`src/rtl/counter_ctrl_pkg.sv`:
```
// Shared types and default sizes for the counter run controller and its stall watchdog.
package counter_ctrl_pkg;

    typedef enum logic [1:0] {
        IDLE,
        CLEAR,
        RUN,
        DONE
    } ctrl_state_e;

    localparam int WIDTH_DEF       = 4;
    localparam int PW_DEF          = 4;
    localparam int STALL_LIMIT_DEF = 3;

endpackage

```
`src/rtl/counter_stall_watchdog.sv`:
```
// Flags a counter that was enabled but did not move for STALL_LIMIT consecutive cycles.
module counter_stall_watchdog
    import counter_ctrl_pkg::*;
#(
    parameter int WIDTH       = WIDTH_DEF,
    parameter int STALL_LIMIT = STALL_LIMIT_DEF
) (
    input  logic             clk,
    input  logic             rst,
    input  logic             active,
    input  logic             en_prev,
    input  logic [WIDTH-1:0] count,
    output logic             stall
);

    localparam int SW = $clog2(STALL_LIMIT + 1);

    logic [WIDTH-1:0] prev_q;
    logic [SW-1:0]    sc_q;
    logic             same;

    // A wrap such as max -> 0 differs from the previous value, so it counts as movement.
    assign same  = (count == prev_q);
    assign stall = active && en_prev && same && (sc_q == SW'(STALL_LIMIT - 1));

    always_ff @(posedge clk or negedge rst) begin
        if (!rst) begin
            prev_q <= '0;
            sc_q   <= '0;
        end else begin
            prev_q <= count;
            if (!active || !same) begin
                sc_q <= '0;
            end else if (en_prev && !stall) begin
                sc_q <= sc_q + SW'(1);
            end
        end
    end

endmodule

```
`src/rtl/counter_run_controller.sv`:
```
// Runs the up-counter through a commanded number of passes to a terminal value,
// owning its clear/enable, reporting completion and aborting on a stalled counter.
module counter_run_controller
    import counter_ctrl_pkg::*;
#(
    parameter int WIDTH       = WIDTH_DEF,
    parameter int PW          = PW_DEF,
    parameter int STALL_LIMIT = STALL_LIMIT_DEF
) (
    input  logic             clk,
    input  logic             rst,
    input  logic             cmd_valid,
    output logic             cmd_ready,
    input  logic [WIDTH-1:0] cmd_limit,
    input  logic [PW-1:0]    cmd_passes,
    input  logic             abort,
    input  logic [WIDTH-1:0] count,
    output logic             cnt_clr,
    output logic             cnt_en,
    output logic             busy,
    output logic [PW-1:0]    pass_idx,
    output logic             done,
    output logic             err
);

    ctrl_state_e      state;
    logic [WIDTH-1:0] limit_q;
    logic [PW-1:0]    passes_q;
    logic             en_prev_q;
    logic             terminal;
    logic             last_pass;
    logic             stall;

    assign terminal  = (count == limit_q);
    assign last_pass = (pass_idx == passes_q - PW'(1));

    assign cmd_ready = (state == IDLE);
    assign busy      = (state != IDLE);
    assign cnt_clr   = (state == CLEAR);
    assign cnt_en    = (state == RUN) && !terminal && !abort;
    // An abort arriving in DONE cancels the completion report.
    assign done      = (state == DONE) && !abort;

    counter_stall_watchdog #(
        .WIDTH       (WIDTH),
        .STALL_LIMIT (STALL_LIMIT)
    ) u_watchdog (
        .clk     (clk),
        .rst     (rst),
        .active  (state == RUN),
        .en_prev (en_prev_q),
        .count   (count),
        .stall   (stall)
    );

    always_ff @(posedge clk or negedge rst) begin
        if (!rst) begin
            state     <= IDLE;
            limit_q   <= '0;
            passes_q  <= '0;
            pass_idx  <= '0;
            en_prev_q <= 1'b0;
            err       <= 1'b0;
        end else begin
            en_prev_q <= cnt_en;
            err       <= 1'b0;
            unique case (state)
                IDLE: begin
                    if (cmd_valid) begin
                        limit_q  <= cmd_limit;
                        passes_q <= cmd_passes;
                        pass_idx <= '0;
                        state    <= (cmd_passes == '0) ? DONE : CLEAR;
                    end
                end
                CLEAR: begin
                    state <= abort ? IDLE : RUN;
                end
                RUN: begin
                    // Abort outranks terminal detection, which outranks the watchdog.
                    if (abort) begin
                        state <= IDLE;
                    end else if (terminal) begin
                        if (last_pass) begin
                            state <= DONE;
                        end else begin
                            pass_idx <= pass_idx + PW'(1);
                            state    <= CLEAR;
                        end
                    end else if (stall) begin
                        err   <= 1'b1;
                        state <= IDLE;
                    end
                end
                DONE: begin
                    state <= IDLE;
                end
                default: state <= IDLE;
            endcase
        end
    end

endmodule
```
`config.mk`:
```
export PLATFORM = sky130hd
export DESIGN_NAME = counter_run_controller
export DESIGN_NICKNAME = d
export VERILOG_FILES = /design/src/rtl/counter_ctrl_pkg.sv /design/src/rtl/counter_stall_watchdog.sv /design/src/rtl/counter_run_controller.sv
export SDC_FILE = /design/constraint.sdc
export NUM_CORES = 1
export LEC_CHECK = 0
export CORE_MARGIN = 2
export CORE_UTILIZATION = 36
export CTS_BUF_LIST = sky130_fd_sc_hd__clkbuf_4 sky130_fd_sc_hd__clkbuf_8
export DETAILED_ROUTE_END_ITERATION = 7
export PLACE_DENSITY_LB_ADDON = 0.3
export SLEW_MARGIN = 30
export SYNTH_ARGS = -nofsm -noshare
export SYNTH_HDL_FRONTEND = slang
export SYNTH_SLANG_ARGS = --single-unit
```
`constraint.sdc`:
```
create_clock -name clk -period 5.25 [get_ports clk]
set_input_delay 0.7875 -clock clk [delete_from_list [all_inputs] [get_ports clk]]
set_output_delay 0.7875 -clock clk [all_outputs]
set_load 0.005 [all_outputs]
```
==> results of run 1 <==
[state kept, by name, indices dropped and copies added (netlist names)]
signal and count:
limit_q 4, pass_idx 4, passes_q 4, u_watchdog.prev_q 4
state 2, u_watchdog.sc_q 2, en_prev_q 1, err 1
[per-layer routing]
layer,GRT usage,wire length (um),part of all wire
met1,0.192,1040,0.49
met2,0.226,975,0.46
met5,0,0,0
met3,0.0262,76,0.036
met4,0.0667,47,0.022
[synthesized netlist by cell type (2+ instances only)]
library cell	count	share of area
nand2_1	25	0.084
dfrtp_1	22	0.49
nor2_1	9	0.030
xor2_1	8	0.063
xnor2_1	7	0.055
inv_1	5	0.017
a21oi_1	3	0.013
ha_1	3	0.034
nor3_1	3	0.013
o21ai_0	3	0.013
nand2b_1	2	0.011
nand3_1	2	0.0090
nor2b_1	2	0.011
[cell families (layout without fill, tap and decap cells)]
logic type	Yosys count	count (layout)
buffers and inverters	6	33
AOI/OAI and AO/OA	11	11
muxes	1	1
DFF	22	22
adders and majority gates	3	3
and+or+nand+nor	53	53
xor gates and xnor gates	15	15
[worst min path at each step]
| stage | from | to | slack [ns] | depth (start not counted) |
|---|---|---|---|---|
| 2_1_floorplan | passes_q[3]$_DFFE_PN0P_ | passes_q[3]$_DFFE_PN0P_ | 0.47 | 2 |
| 3_3_place_gp | limit_q[2]$_DFFE_PN0P_ | limit_q[2]$_DFFE_PN0P_ | 0.49 | 2 |
| 3_5_place_dp | limit_q[2]$_DFFE_PN0P_ | limit_q[2]$_DFFE_PN0P_ | 0.49 | 2 |
| 4_1_cts | rst | u_watchdog.prev_q[0]$_DFF_PN0_ | 0.45 | 1 |
| 5_1_grt | rst | u_watchdog.prev_q[0]$_DFF_PN0_ | 0.46 | 1 |
| 6_report | rst | u_watchdog.prev_q[2]$_DFF_PN0_ | 0.43 | 1 |
[placed cells by master, fill, tap and decap left out, types with 2 or more instances in the layout]
cell type | synthesis | layout
clkdlybuf4s50_1 | 0 | 24
ha_1 | 3 | 3
o21ai_0 | 3 | 3
nand2b_1 | 2 | 2
dfrtp_1 | 22 | 22
nand3_1 | 2 | 2
a21oi_1 | 3 | 3
nand2_1 | 25 | 25
xor2_1 | 8 | 8
xnor2_1 | 7 | 7
clkbuf_4 | 0 | 3
nor2b_1 | 2 | 2
nor2_1 | 9 | 9
nor3_1 | 3 | 3
inv_1 | 5 | 5
[worst max-delay path, cell delays in order]
cell,delay [ns]
clkdlybuf4s50_1,0.47
xor2_1,0.19
nor4_4,0.33
nand2b_1,0.19
inv_1,0.06
clkdlybuf4s50_1,0.44
[layout make-up]
cell class	instances	area [um2]	share of cell area
Timing Repair Buffer	25	245	0.173
Tap cell	33	41.3	0.0291
Clock buffer	3	22.5	0.0159
Multi-Input combinational cell	83	539	0.380
Sequential cell	22	551	0.388
Inverter	5	18.8	0.0132
[power breakdown]
part	internal, W	total, W	switching (W)
clock network	0.0000268	0.0000759	0.0000491
registers	0.000199	0.000224	0.0000254
logic	0.0000866	0.000171	0.0000843
[per-stage QoR]
| step | util | area (um2) | std cells | total power (W) | worst slack [ns] |
|---|---|---|---|---|---|
| 2_1_floorplan | - | 1110 | 111 | 0.000344 | 2.98 |
| 3_3_place_gp | 0.466 | 1400 | 168 | 0.000399 | 2.00 |
| 3_5_place_dp | 0.465 | 1400 | 168 | 0.000401 | 1.98 |
| 4_1_cts | 0.472 | 1420 | 171 | 0.000479 | 1.98 |
| 5_1_grt | 0.472 | 1420 | 171 | 0.000508 | 1.93 |
| 6_report | 0.472 | 1420 | 171 | 0.000471 | 2.00 |
==> results_dict.tcl, run 1 <==
set metrics [dict create \
    cts_hold_buffers 0 \
    outcome "finished, final reports clean" \
    rsz0062_at_grt "no" \
    grt_pass1_vias 853 \
    reg2reg_from "passes_q[0]$_DFFE_PN0P_" \
    synthCells 111 \
    insertion_delay_ns 0.31 \
    holdWs_ns 0.427 \
    synth-edff-count 0 \
    setup_tns_ns 0 \
    initial_utilization 0.370 \
    drt_wl_total_um 2140 \
    r2r_cells 7 \
    areaGrowthSynthToFinish_pct 27.4 \
    port_buffers 25 \
    synth_nets 130 \
    ys_warn_count 0 \
    fmaxAchievable_mhz 308 \
    drc_errors 0 \
    cap_violations 0 \
    vias 825 \
    chipHeight_um 59.6 \
    period_share 0.619 \
    synth_compound_area_frac 0.0630 \
    fin_nets 159 \
    avgViaCountPerCell 4.82 \
    numClockSinks 22 \
    antenna_cells 0 \
    ys.flop_type "dfrtp_1" \
    dr.first_iter.drc_count 22 \
    track_usage 0.144 \
    globalplace.congestion 0.760 \
    r2r_end "pass_idx[3]$_DFFE_PN0P_" \
    synthArstFlopShare 1.00 \
    overflow 0 \
    die_w_um 59.6 \
    start_kind "primary input" \
    peakVddDrop_uv 174 \
    worstPathArrival_ns 2.46 \
    worst-r2r-setup-slack_ns 3.35 \
    yosys.area_share.simple 0.260 \
    synth_seq_area_share 0.495 \
    synth_top_family_by_area "simple AND/OR/NAND/NOR gates" \
    clkTransAtPathRegs_ns 0.11 \
    synthMuxAreaShare 0.0101 \
    syn_area_um2 1110 \
    cp.required_ns 4.46 \
    ys_ff_latch 22 \
    cp-end-kind "primary output" \
    hpwl_um 1640 \
    layout-drive-gt1-share 0.0797 \
    die_area_um2 3550 \
    ant_nets 0 \
    hp-class "primary input to async pin" \
    pwr_density_cell_nw_per_um2 332 \
    worst_pin_slew_ns 0.496 \
    grt_max_degree 23 \
    cts_buffers 3 \
    crit_start "count[1]" \
    post-cts-setup-buffers 0 \
    period_minus_slack_ns 3.25 \
    relSlewSlack 0.669 \
    endpoint "cnt_en" \
    critPathMaxFanout 3 \
    grt_pass1_wl_um 3740 \
    yosys.area_share.xor_xnor 0.118 \
    wl_per_cell_um 12.5 \
    antenna_found_initial 0 \
    syn_avg_cell_area_um2 10.0 \
    crit_type "primary input to primary output" \
    fp-row-count 20 \
    htreeDepth 1 \
    cts_tree "built" \
    cts_root_buf "clkbuf_4" \
    finalSetupViolCount 0 \
    clockBufferDepth 2 \
    yosysUniqueCellTypes 30 \
    io_pins 26 \
    dr.pass1.iters 3 \
    core-area_um2 3000 \
    synth_adder_area_share 0.0337 \
    slew_violations 0 \
    fillCellCount 301 \
    finalHoldViolCount 0 \
    cts_resized 0 \
    finalClockSkew_ns 0.00234 \
    p_leak_nw 0.638 \
]
(Power assumes the default switching activity.)
==> inputs of run 2 (changes only) <==
==> constraint.sdc (replaced) <==
create_clock -name clk -period 3.2 [get_ports clk]
set_input_delay 0.48 -clock clk [delete_from_list [all_inputs] [get_ports clk]]
set_output_delay 0.48 -clock clk [all_outputs]
set_load 0.005 [all_outputs]
==> results of run 2 <==
The final DEF is identical to that of run 1. Status: finished, final reports clean.
Main changes from that run: setup slack after placement 1.98 ns -> 0.548 ns; setup slack after layout 2.00 ns -> 0.563 ns; hold slack 0.427 ns -> 0.119 ns; register-to-register setup slack 3.35 ns -> 1.30 ns; total power 0.000471 W -> 0.000773 W; worst IR drop on VDD 174 uV -> 285 uV
==> inputs of run 3 (changes only) <==
==> constraint.sdc (replaced) <==
create_clock -name clk -period 2.6 [get_ports clk]
set_input_delay 0.39 -clock clk [delete_from_list [all_inputs] [get_ports clk]]
set_output_delay 0.39 -clock clk [all_outputs]
set_load 0.005 [all_outputs]
==> run 3 against run 2 <==
- non-clock buffer count increased by 1
- register-to-register slack got worse by 0.61 ns
- cell count increased by 1.2%
- clock skew about the same
- count of clock-buffer cells in the layout unchanged
- flip-flop and latch count unchanged
==> results_dict.tcl, run 3 (synthesis results as in run 1) <==
set metrics [dict create \
    outcome "finished, final reports clean" \
    chipHeight_um 59.6 \
    die_area_um2 3550 \
    worst_pin_slew_ns 0.402 \
    cts_resized 0 \
    insertion_delay_ns 0.31 \
    cts_root_buf "clkbuf_4" \
    fp-row-count 20 \
    relSlewSlack 0.732 \
    dr.first_iter.drc_count 16 \
    cts_buffers 3 \
    globalplace.congestion 0.762 \
    cap_violations 0 \
    wl_per_cell_um 12.2 \
    antenna_cells 0 \
    reg2reg_from "passes_q[0]$_DFFE_PN0P_" \
    pwr_density_cell_nw_per_um2 730 \
    critPathMaxFanout 3 \
    cp.required_ns 2.21 \
    dr.pass1.iters 4 \
    hpwl_um 1640 \
    peakVddDrop_uv 385 \
    p_leak_nw 0.657 \
    worstPathArrival_ns 2.06 \
    fin_nets 160 \
    cp-end-kind "primary output" \
    track_usage 0.135 \
    r2r_cells 7 \
    start_kind "primary input" \
    die_w_um 59.6 \
    finalClockSkew_ns 0.00262 \
    antenna_found_initial 0 \
    cts_tree "built" \
    period_minus_slack_ns 2.45 \
    hp-class "primary input to async pin" \
    htreeDepth 1 \
    finalHoldViolCount 0 \
    cts_hold_buffers 0 \
    numClockSinks 22 \
    port_buffers 25 \
    utilization 0.486 \
    ant_nets 0 \
    rsz0062_at_grt "no" \
    r2r_end "pass_idx[3]$_DFFE_PN0P_" \
    drt_wl_total_um 2110 \
    grt_pass1_vias 854 \
    final_cell_mix "nand2_1 (25), clkdlybuf4s50_1 (25), dfrtp_1 (22), nor2_1 (9), xor2_1 (8)" \
    slew_violations 0 \
    finalSetupViolCount 0 \
    layout-drive-gt1-share 0.0857 \
    post-cts-setup-buffers 0 \
    core-area_um2 3000 \
    fmaxAchievable_mhz 409 \
    io_pins 26 \
    areaGrowthSynthToFinish_pct 31.3 \
    clockBufferDepth 2 \
    avgViaCountPerCell 4.87 \
    clkTransAtPathRegs_ns 0.12 \
    overflow 0 \
    setup_tns_ns 0 \
    grt_max_degree 23 \
    period_share 0.941 \
    drc_errors 0 \
    worst-r2r-setup-slack_ns 0.69 \
    crit_type "primary input to primary output" \
    initial_utilization 0.370 \
    grt_pass1_wl_um 3590 \
    vias 843 \
]
==> run 3: changes by cell type in the layout (fill, tap and decap cells not counted), sizes merged <==
cell	previous run	this run
bufinv	0	1
clkdlybuf4s50	24	25
==> run 3: how the worst max path moves through the flow <==
stage / start / endpoint / slack [ns]
floorplan: passes_q[0]$_DFFE_PN0P_ / pass_idx[3]$_DFFE_PN0P_ / 0.81
global placement: count[1] / cnt_en / 0.14
detailed placement: count[1] / cnt_en / 0.13
CTS: count[1] / cnt_en / 0.13
global route: count[1] / cnt_en / 0.07
finish: count[1] / cnt_en / 0.15
==> run 3: area by class of cell <==
| class | instances | area [um2] |
|---|---|---|
| Clock buffer | 3 | 22.5 |
| Clock inverter | 1 | 30.0 |
| Fill cell | 289 | 1540 |
| Inverter | 5 | 18.8 |
| Multi-Input combinational cell | 83 | 539 |
| Sequential cell | 22 | 551 |
| Tap cell | 33 | 41.3 |
| Timing Repair Buffer | 26 | 258 |
==> run 3: stage by stage <==
step	setup WS [ns]	instance area, um2	instances	total power, W	hold slack, ns
final	0.153	1460	173	0.00107	0.410
after global routing	0.0658	1460	173	0.00113	0.440
after CTS	0.127	1460	173	0.00108	0.419
after floorplan	0.814	1110	111	0.000695	0.0944
after global placement	0.144	1410	169	0.000806	0.487
after detailed placement	0.126	1410	169	0.000815	0.488
==> run 3: worst max-delay path, stage by stage <==
cell and delay (ns):
clkdlybuf4s50_1 0.46, xor2_1 0.19, nor4_4 0.33, nand2b_1 0.19, inv_1 0.06, clkdlybuf4s50_1 0.44
==> run 3: power breakdown <==
part	internal (W)	leakage, nW	switching (W)
sequential	0.000402	0.283	0.0000537
combinational	0.000177	0.347	0.000171
clock	0.000156	0.0279	0.000106
==> run 3: metal layers <==
layer | GRT usage | part of all wire | wire length, um | vias up
met5 | 0 | 0 | 0 | -
met2 | 0.210 | 0.48 | 1010 | 14
li1 | - | - | - | 425
met3 | 0.0262 | 0.027 | 57 | 4
met4 | 0.0571 | 0.016 | 33 | 0
met1 | 0.183 | 0.48 | 1010 | 400
